File: config.mk
export PLATFORM = sky130hd
export DESIGN_NAME = adc_seq_ctrl
export DESIGN_NICKNAME = d
export VERILOG_FILES = /design/src/rtl/adc_seq_ctrl.sv
export SDC_FILE = /design/constraint.sdc
export NUM_CORES = 1
export LEC_CHECK = 0
export CAP_MARGIN = 40
export CORE_MARGIN = 4
export CORE_UTILIZATION = 57
export DETAILED_ROUTE_END_ITERATION = 6
export PLACE_DENSITY = 0.92
export SETUP_SLACK_MARGIN = 0.5
export SYNTH_ARGS = -nofsm -noshare
export SYNTH_HDL_FRONTEND = slang
export SYNTH_SLANG_ARGS = --single-unit
File: constraint.sdc
create_clock -name clk_i -period 3.8 [get_ports clk_i]
set_clock_uncertainty 0.05 [all_clocks]
set_input_delay 0.76 -clock clk_i [delete_from_list [all_inputs] [get_ports clk_i]]
set_output_delay 0.76 -clock clk_i [all_outputs]
set_load 0.02 [all_outputs]
File: src/rtl/adc_seq_ctrl.sv
// adc_seq_ctrl: round-robin sequencer for a 4-channel analog mux feeding a SAR ADC.
// Each enabled channel is selected, allowed to settle, converted, and the result is
// placed in a one-entry output buffer with sticky overrun and timeout flags.
module adc_seq_ctrl #(
  parameter int unsigned SETTLE_CYCLES  = 32,
  parameter int unsigned TIMEOUT_CYCLES = 4096
) (
  input  logic        clk_i,
  input  logic        reset_ni,
  input  logic        enable_i,
  input  logic [3:0]  ch_mask_i,
  input  logic        clear_i,
  output logic [1:0]  mux_sel_o,
  output logic        conv_start_o,
  input  logic [13:0] conv_data_i,
  input  logic        conv_rdy_i,
  output logic [13:0] res_data_o,
  output logic [1:0]  res_ch_o,
  output logic        res_valid_o,
  input  logic        res_ready_i,
  output logic        overrun_o,
  output logic        timeout_o
);

  typedef enum logic [2:0] {
    S_IDLE   = 3'd0,
    S_SELECT = 3'd1,
    S_SETTLE = 3'd2,
    S_START  = 3'd3,
    S_WAIT   = 3'd4
  } state_t;

  localparam logic [11:0] SETTLE_LOAD  = 12'(SETTLE_CYCLES - 1);
  localparam logic [15:0] TIMEOUT_LOAD = 16'(TIMEOUT_CYCLES - 1);

  // Next enabled channel after 'last' in ascending order with wrap 3->0.
  // Bit 2 of the result flags that some channel was enabled at all.
  function automatic logic [2:0] next_ch(input logic [1:0] last, input logic [3:0] mask);
    logic [1:0] cand;
    next_ch = 3'b000;
    // Walk from the farthest candidate to the nearest so the nearest wins.
    for (int i = 4; i >= 1; i--) begin
      cand = last + 2'(i);
      if (mask[cand]) begin
        next_ch = {1'b1, cand};
      end
    end
  endfunction

  state_t      r_state;
  state_t      w_state_nxt;
  logic [1:0]  r_last_ch;
  logic [1:0]  w_last_ch_nxt;
  logic [1:0]  r_mux_sel;
  logic [1:0]  w_mux_sel_nxt;
  logic [11:0] r_settle_cnt;
  logic [11:0] w_settle_cnt_nxt;
  logic [15:0] r_tmo_cnt;
  logic [15:0] w_tmo_cnt_nxt;
  logic        r_conv_start;
  logic [13:0] r_res_data;
  logic [1:0]  r_res_ch;
  logic        r_res_valid;
  logic        r_overrun;
  logic        r_timeout;
  logic        w_capture;
  logic        w_tmo_evt;
  logic        w_ovr_evt;
  logic        w_buf_load;
  logic [2:0]  w_pick;

  assign w_pick = next_ch(r_last_ch, ch_mask_i);

  // Next-state, channel selection and settle/timeout counter updates.
  always_comb begin
    w_state_nxt      = r_state;
    w_last_ch_nxt    = r_last_ch;
    w_mux_sel_nxt    = r_mux_sel;
    w_settle_cnt_nxt = r_settle_cnt;
    w_tmo_cnt_nxt    = r_tmo_cnt;
    w_capture        = 1'b0;
    w_tmo_evt        = 1'b0;
    case (r_state)
      S_IDLE: begin
        if (enable_i && (ch_mask_i != 4'b0000)) begin
          w_state_nxt = S_SELECT;
        end else begin
          w_state_nxt = S_IDLE;
        end
      end
      S_SELECT: begin
        if (w_pick[2]) begin
          w_mux_sel_nxt    = w_pick[1:0];
          w_last_ch_nxt    = w_pick[1:0];
          w_settle_cnt_nxt = SETTLE_LOAD;
          w_state_nxt      = S_SETTLE;
        end else begin
          w_state_nxt = S_IDLE;
        end
      end
      S_SETTLE: begin
        if (r_settle_cnt == 12'd0) begin
          w_state_nxt = S_START;
        end else begin
          w_settle_cnt_nxt = r_settle_cnt - 12'd1;
        end
      end
      S_START: begin
        w_tmo_cnt_nxt = TIMEOUT_LOAD;
        w_state_nxt   = S_WAIT;
      end
      S_WAIT: begin
        if (conv_rdy_i) begin
          w_capture   = 1'b1;
          w_state_nxt = enable_i ? S_SELECT : S_IDLE;
        end else if (r_tmo_cnt == 16'd0) begin
          w_tmo_evt   = 1'b1;
          w_state_nxt = enable_i ? S_SELECT : S_IDLE;
        end else begin
          w_tmo_cnt_nxt = r_tmo_cnt - 16'd1;
        end
      end
      default: begin
        w_state_nxt = S_IDLE;
      end
    endcase
  end

  // A capture loads the buffer when it is empty or being drained this cycle;
  // otherwise the new result is dropped and flagged.
  assign w_buf_load = w_capture && (!r_res_valid || res_ready_i);
  assign w_ovr_evt  = w_capture && r_res_valid && !res_ready_i;

  // Sequencer state, channel registers, counters and the registered start pulse.
  always_ff @(posedge clk_i or negedge reset_ni) begin
    if (!reset_ni) begin
      r_state      <= S_IDLE;
      r_last_ch    <= 2'd3;
      r_mux_sel    <= 2'd0;
      r_settle_cnt <= 12'd0;
      r_tmo_cnt    <= 16'd0;
      r_conv_start <= 1'b0;
    end else begin
      r_state      <= w_state_nxt;
      r_last_ch    <= w_last_ch_nxt;
      r_mux_sel    <= w_mux_sel_nxt;
      r_settle_cnt <= w_settle_cnt_nxt;
      r_tmo_cnt    <= w_tmo_cnt_nxt;
      r_conv_start <= (w_state_nxt == S_START);
    end
  end

  // One-entry result buffer; data and tag hold whenever nothing is loaded.
  always_ff @(posedge clk_i or negedge reset_ni) begin
    if (!reset_ni) begin
      r_res_data  <= 14'd0;
      r_res_ch    <= 2'd0;
      r_res_valid <= 1'b0;
    end else if (w_buf_load) begin
      r_res_data  <= conv_data_i;
      r_res_ch    <= r_mux_sel;
      r_res_valid <= 1'b1;
    end else if (r_res_valid && res_ready_i && !w_capture) begin
      r_res_valid <= 1'b0;
    end
  end

  // Sticky error flags; a set event in the same cycle as clear_i wins.
  always_ff @(posedge clk_i or negedge reset_ni) begin
    if (!reset_ni) begin
      r_overrun <= 1'b0;
      r_timeout <= 1'b0;
    end else begin
      r_overrun <= w_ovr_evt | (r_overrun & ~clear_i);
      r_timeout <= w_tmo_evt | (r_timeout & ~clear_i);
    end
  end

  assign mux_sel_o    = r_mux_sel;
  assign conv_start_o = r_conv_start;
  assign res_data_o   = r_res_data;
  assign res_ch_o     = r_res_ch;
  assign res_valid_o  = r_res_valid;
  assign overrun_o    = r_overrun;
  assign timeout_o    = r_timeout;

endmodule

==> qor.yml <==
global_route:
  grtUsageMet2_pct: 36.7
  grt_overflow: 0
  globalRouteMet1Util_pct: 25.1
  grt_max_degree: 39
  grt.busiest_layer: "met2"
  met3_usage_pct: 5.45
  grt_pass1_vias: 2259
  antenna_found_initial: 0
  grt_pass1_wl_mm: 10.2
  grt.total_usage_pct: 20.9
synth:
  synthTopCellsByCount: "dfrtp_1 (53), mux2_2 (17), nand2_1 (16), or4_1 (13), inv_1 (12)"
  syn_area_mm2: 0.00276
  ys_types: 54
  synth_warnings: 0
  async_flop_share_pct: 100
  yosysMostFrequentCell: "dfrtp_1"
  postSynthNetCount: 277
  yosys.area.top_type: "dfrtp_1"
  synth_area_leaders: "dfrtp_1 (48%), mux2_2 (6.9%), or4_1 (3.5%), mux2i_1 (2.9%), o31ai_1 (2.5%)"
  ys_ff_latch: 55
  netlist.area_leader.share_pct: 48.1
  synth_edf_count: 0
  synth_ff_type: "dfrtp_1"
  netlist_instances: 251
  avgSynthCellArea_um2: 11.0
  yosysSeqAreaShare_pct: 50.0
critical_path:
  start_kind: "primary input"
  critPathCaptureType: "flip-flop"
  path_class: "in2reg"
  path_max_fanout: 8
  crit_arrival_ns: 2.73
  worst_ep_required_time_ns: 3.96
clock_tree:
  insertion_delay_ns: 0.32
  cts_hold_buf: 0
  numCtsBuffers: 5
  cts.sinks: 55
  cts.clk_slew.worst_paths_ns: 0.10
  clockBufferDepth: 2
  cts_setup_buffers: 0
  cts_root_buf: "clkbuf_8"
  cts_max_level: 2
  cts_tree: "yes"
  cts_resized: 0
final_layout:
  antenna_cells: 0
  drive_above_1_share_pct: 13.4
  fin_nets: 323
  syn2layout_area_growth_pct: 21.7
  final_cells: 352
floorplanning:
  core_mm2: 0.00469
  die_area_mm2: 0.00601
  die_y_um: 77.5
  io_pins: 46
  die_w_um: 77.5
  std_cell_rows: 25
  initial_core_util_pct: 58.7
power_and_ir_drop:
  p_int_mw: 1.39
  netSwitchingFraction_pct: 37.2
  combPwrFrac_pct: 39.0
  p_leak_nw: 1.36
  power_switching_mw: 0.823
  power_frac_seq_pct: 43.1
  powerDensity_mw_per_mm2: 660
  vdd_drop_max_v: 0.000515
  p_clk_share_pct: 17.9
placement:
  placed_cells: 344
  dpl.hpwl_mm: 4.32
  gp_congestion: 0.832
  io_buffers: 45
route:
  ant_nets: 0
  first_iter_violations: 204
  wl_mm: 6.08
  viasPerCell: 6.45
  drc: 0
  vias: 2271
  avgRoutedWirePerCell_um: 17.3
  first_pass_iters: 5
timing:
  worst_pin_slew_ns: 0.752
  setup_tns_ns: 0
  finalCriticalPeriod_ns: 2.57
  hold_violations: 0
  relSlewSlack_pct: 49.4
  max_freq_mhz: 389
  min_period_over_period_pct: 67.7
  rsz0062_at_grt: "false"
  setup_viol: 0
  maxSlewViolCount: 0
hold_path:
  hp-class: "in2async"
outcome:
  status: "completed"
flow_run:
  drv_cap: 0
## worst paths after layout
kind	from	to	slack [ns]	cells after the start
setup / recovery	ch_mask_i[1]	r_settle_cnt[3]$_DFFE_PN0P_	1.23	5
hold / removal	reset_ni	r_settle_cnt[6]$_DFFE_PN0P_	0.33	2
min in group clk_i	r_tmo_cnt[12]$_DFFE_PN0P_	r_tmo_cnt[12]$_DFFE_PN0P_	0.47	1
max in group asynchronous	reset_ni	res_data_o[0]$_DFFE_PN0P_	2.86	3
setup reg to reg	r_settle_cnt[0]$_DFFE_PN0P_	r_settle_cnt[3]$_DFFE_PN0P_	1.32	7
hold reg to reg	r_tmo_cnt[12]$_DFFE_PN0P_	r_tmo_cnt[12]$_DFFE_PN0P_	0.47	1
## layout make-up
class	instances	area, um2
Fill cell	318	1340
Tap cell	54	67.6
Timing Repair Buffer	48	480
Clock inverter	3	43.8
Multi-Input combinational cell	175	1270
Clock buffer	5	68.8
Sequential cell	55	1380
Inverter	12	45.0
## cells by family after synthesis
| group | share of synthesized area (%) |
|---|---|
| mux | 9.85 |
| simple gates | 21.7 |
| flops | 50.0 |
| buf+inv | 3.90 |
| fa+ha+maj | 0.908 |
| compound gates | 13.6 |
## registers in the layout, summed over array words and instances, names as in the netlist
signal        count
conv_start_o      1
r_tmo_cnt        16
timeout_o         1
r_state           3
r_last_ch         2
res_valid_o       1
res_ch_o          2
res_data_o       14
overrun_o         1
mux_sel_o         2
r_settle_cnt     12
## cells in the final DEF (no fill, tap or decap), types with 6 or more instances in the layout
cell,instances
mux2_2,17
mux2i_1,8
o31ai_1,9
nand2_1,16
inv_1,12
nor4_1,7
clkdlybuf4s50_1,44
a21oi_1,10
or4_1,13
nand2b_1,6
dfrtp_1,53
nor2_1,8
nand3_1,8
## stage by stage
| stage | util, % | power [mW] | setup WS, ns | hold slack [ns] | area [um2] |
|---|---|---|---|---|---|
| 6_report | 71.5 | 2.21 | 1.23 | 0.333 | 3350 |
| 5_1_grt | 71.5 | 2.34 | 1.14 | 0.344 | 3350 |
| 4_1_cts | 71.5 | 2.22 | 1.26 | 0.347 | 3350 |
| 3_5_place_dp | 69.1 | 1.82 | 0.943 | 0.448 | 3240 |
| 3_3_place_gp | 68.7 | 1.76 | 0.996 | 0.434 | 3220 |
| 2_1_floorplan | - | 1.47 | 1.49 | 0.411 | 2760 |
## critical path, cell delays in order
cell and delay (ns):
clkdlybuf4s50_1 0.45, or4_1 0.62, a31oi_2 0.41, nor2_1 0.18
a211o_1 0.31
## power by group through the flow
stage,logic (mW),clock network (mW),registers [mW]
global route,0.930,0.429,0.982
detailed placement,0.856,0,0.960
CTS,0.867,0.400,0.950
floorplan,0.447,0,1.03
global placement,0.816,0,0.941
finish,0.864,0.395,0.953
## routing by layer
metal / vias up / routed length [um]
met2: 107 / 3110
met3: 9 / 441
li1: 1049 / -
met4: 0 / 77
met5: - / 0
met1: 1106 / 2460
Power figures use the tool's default switching activity.
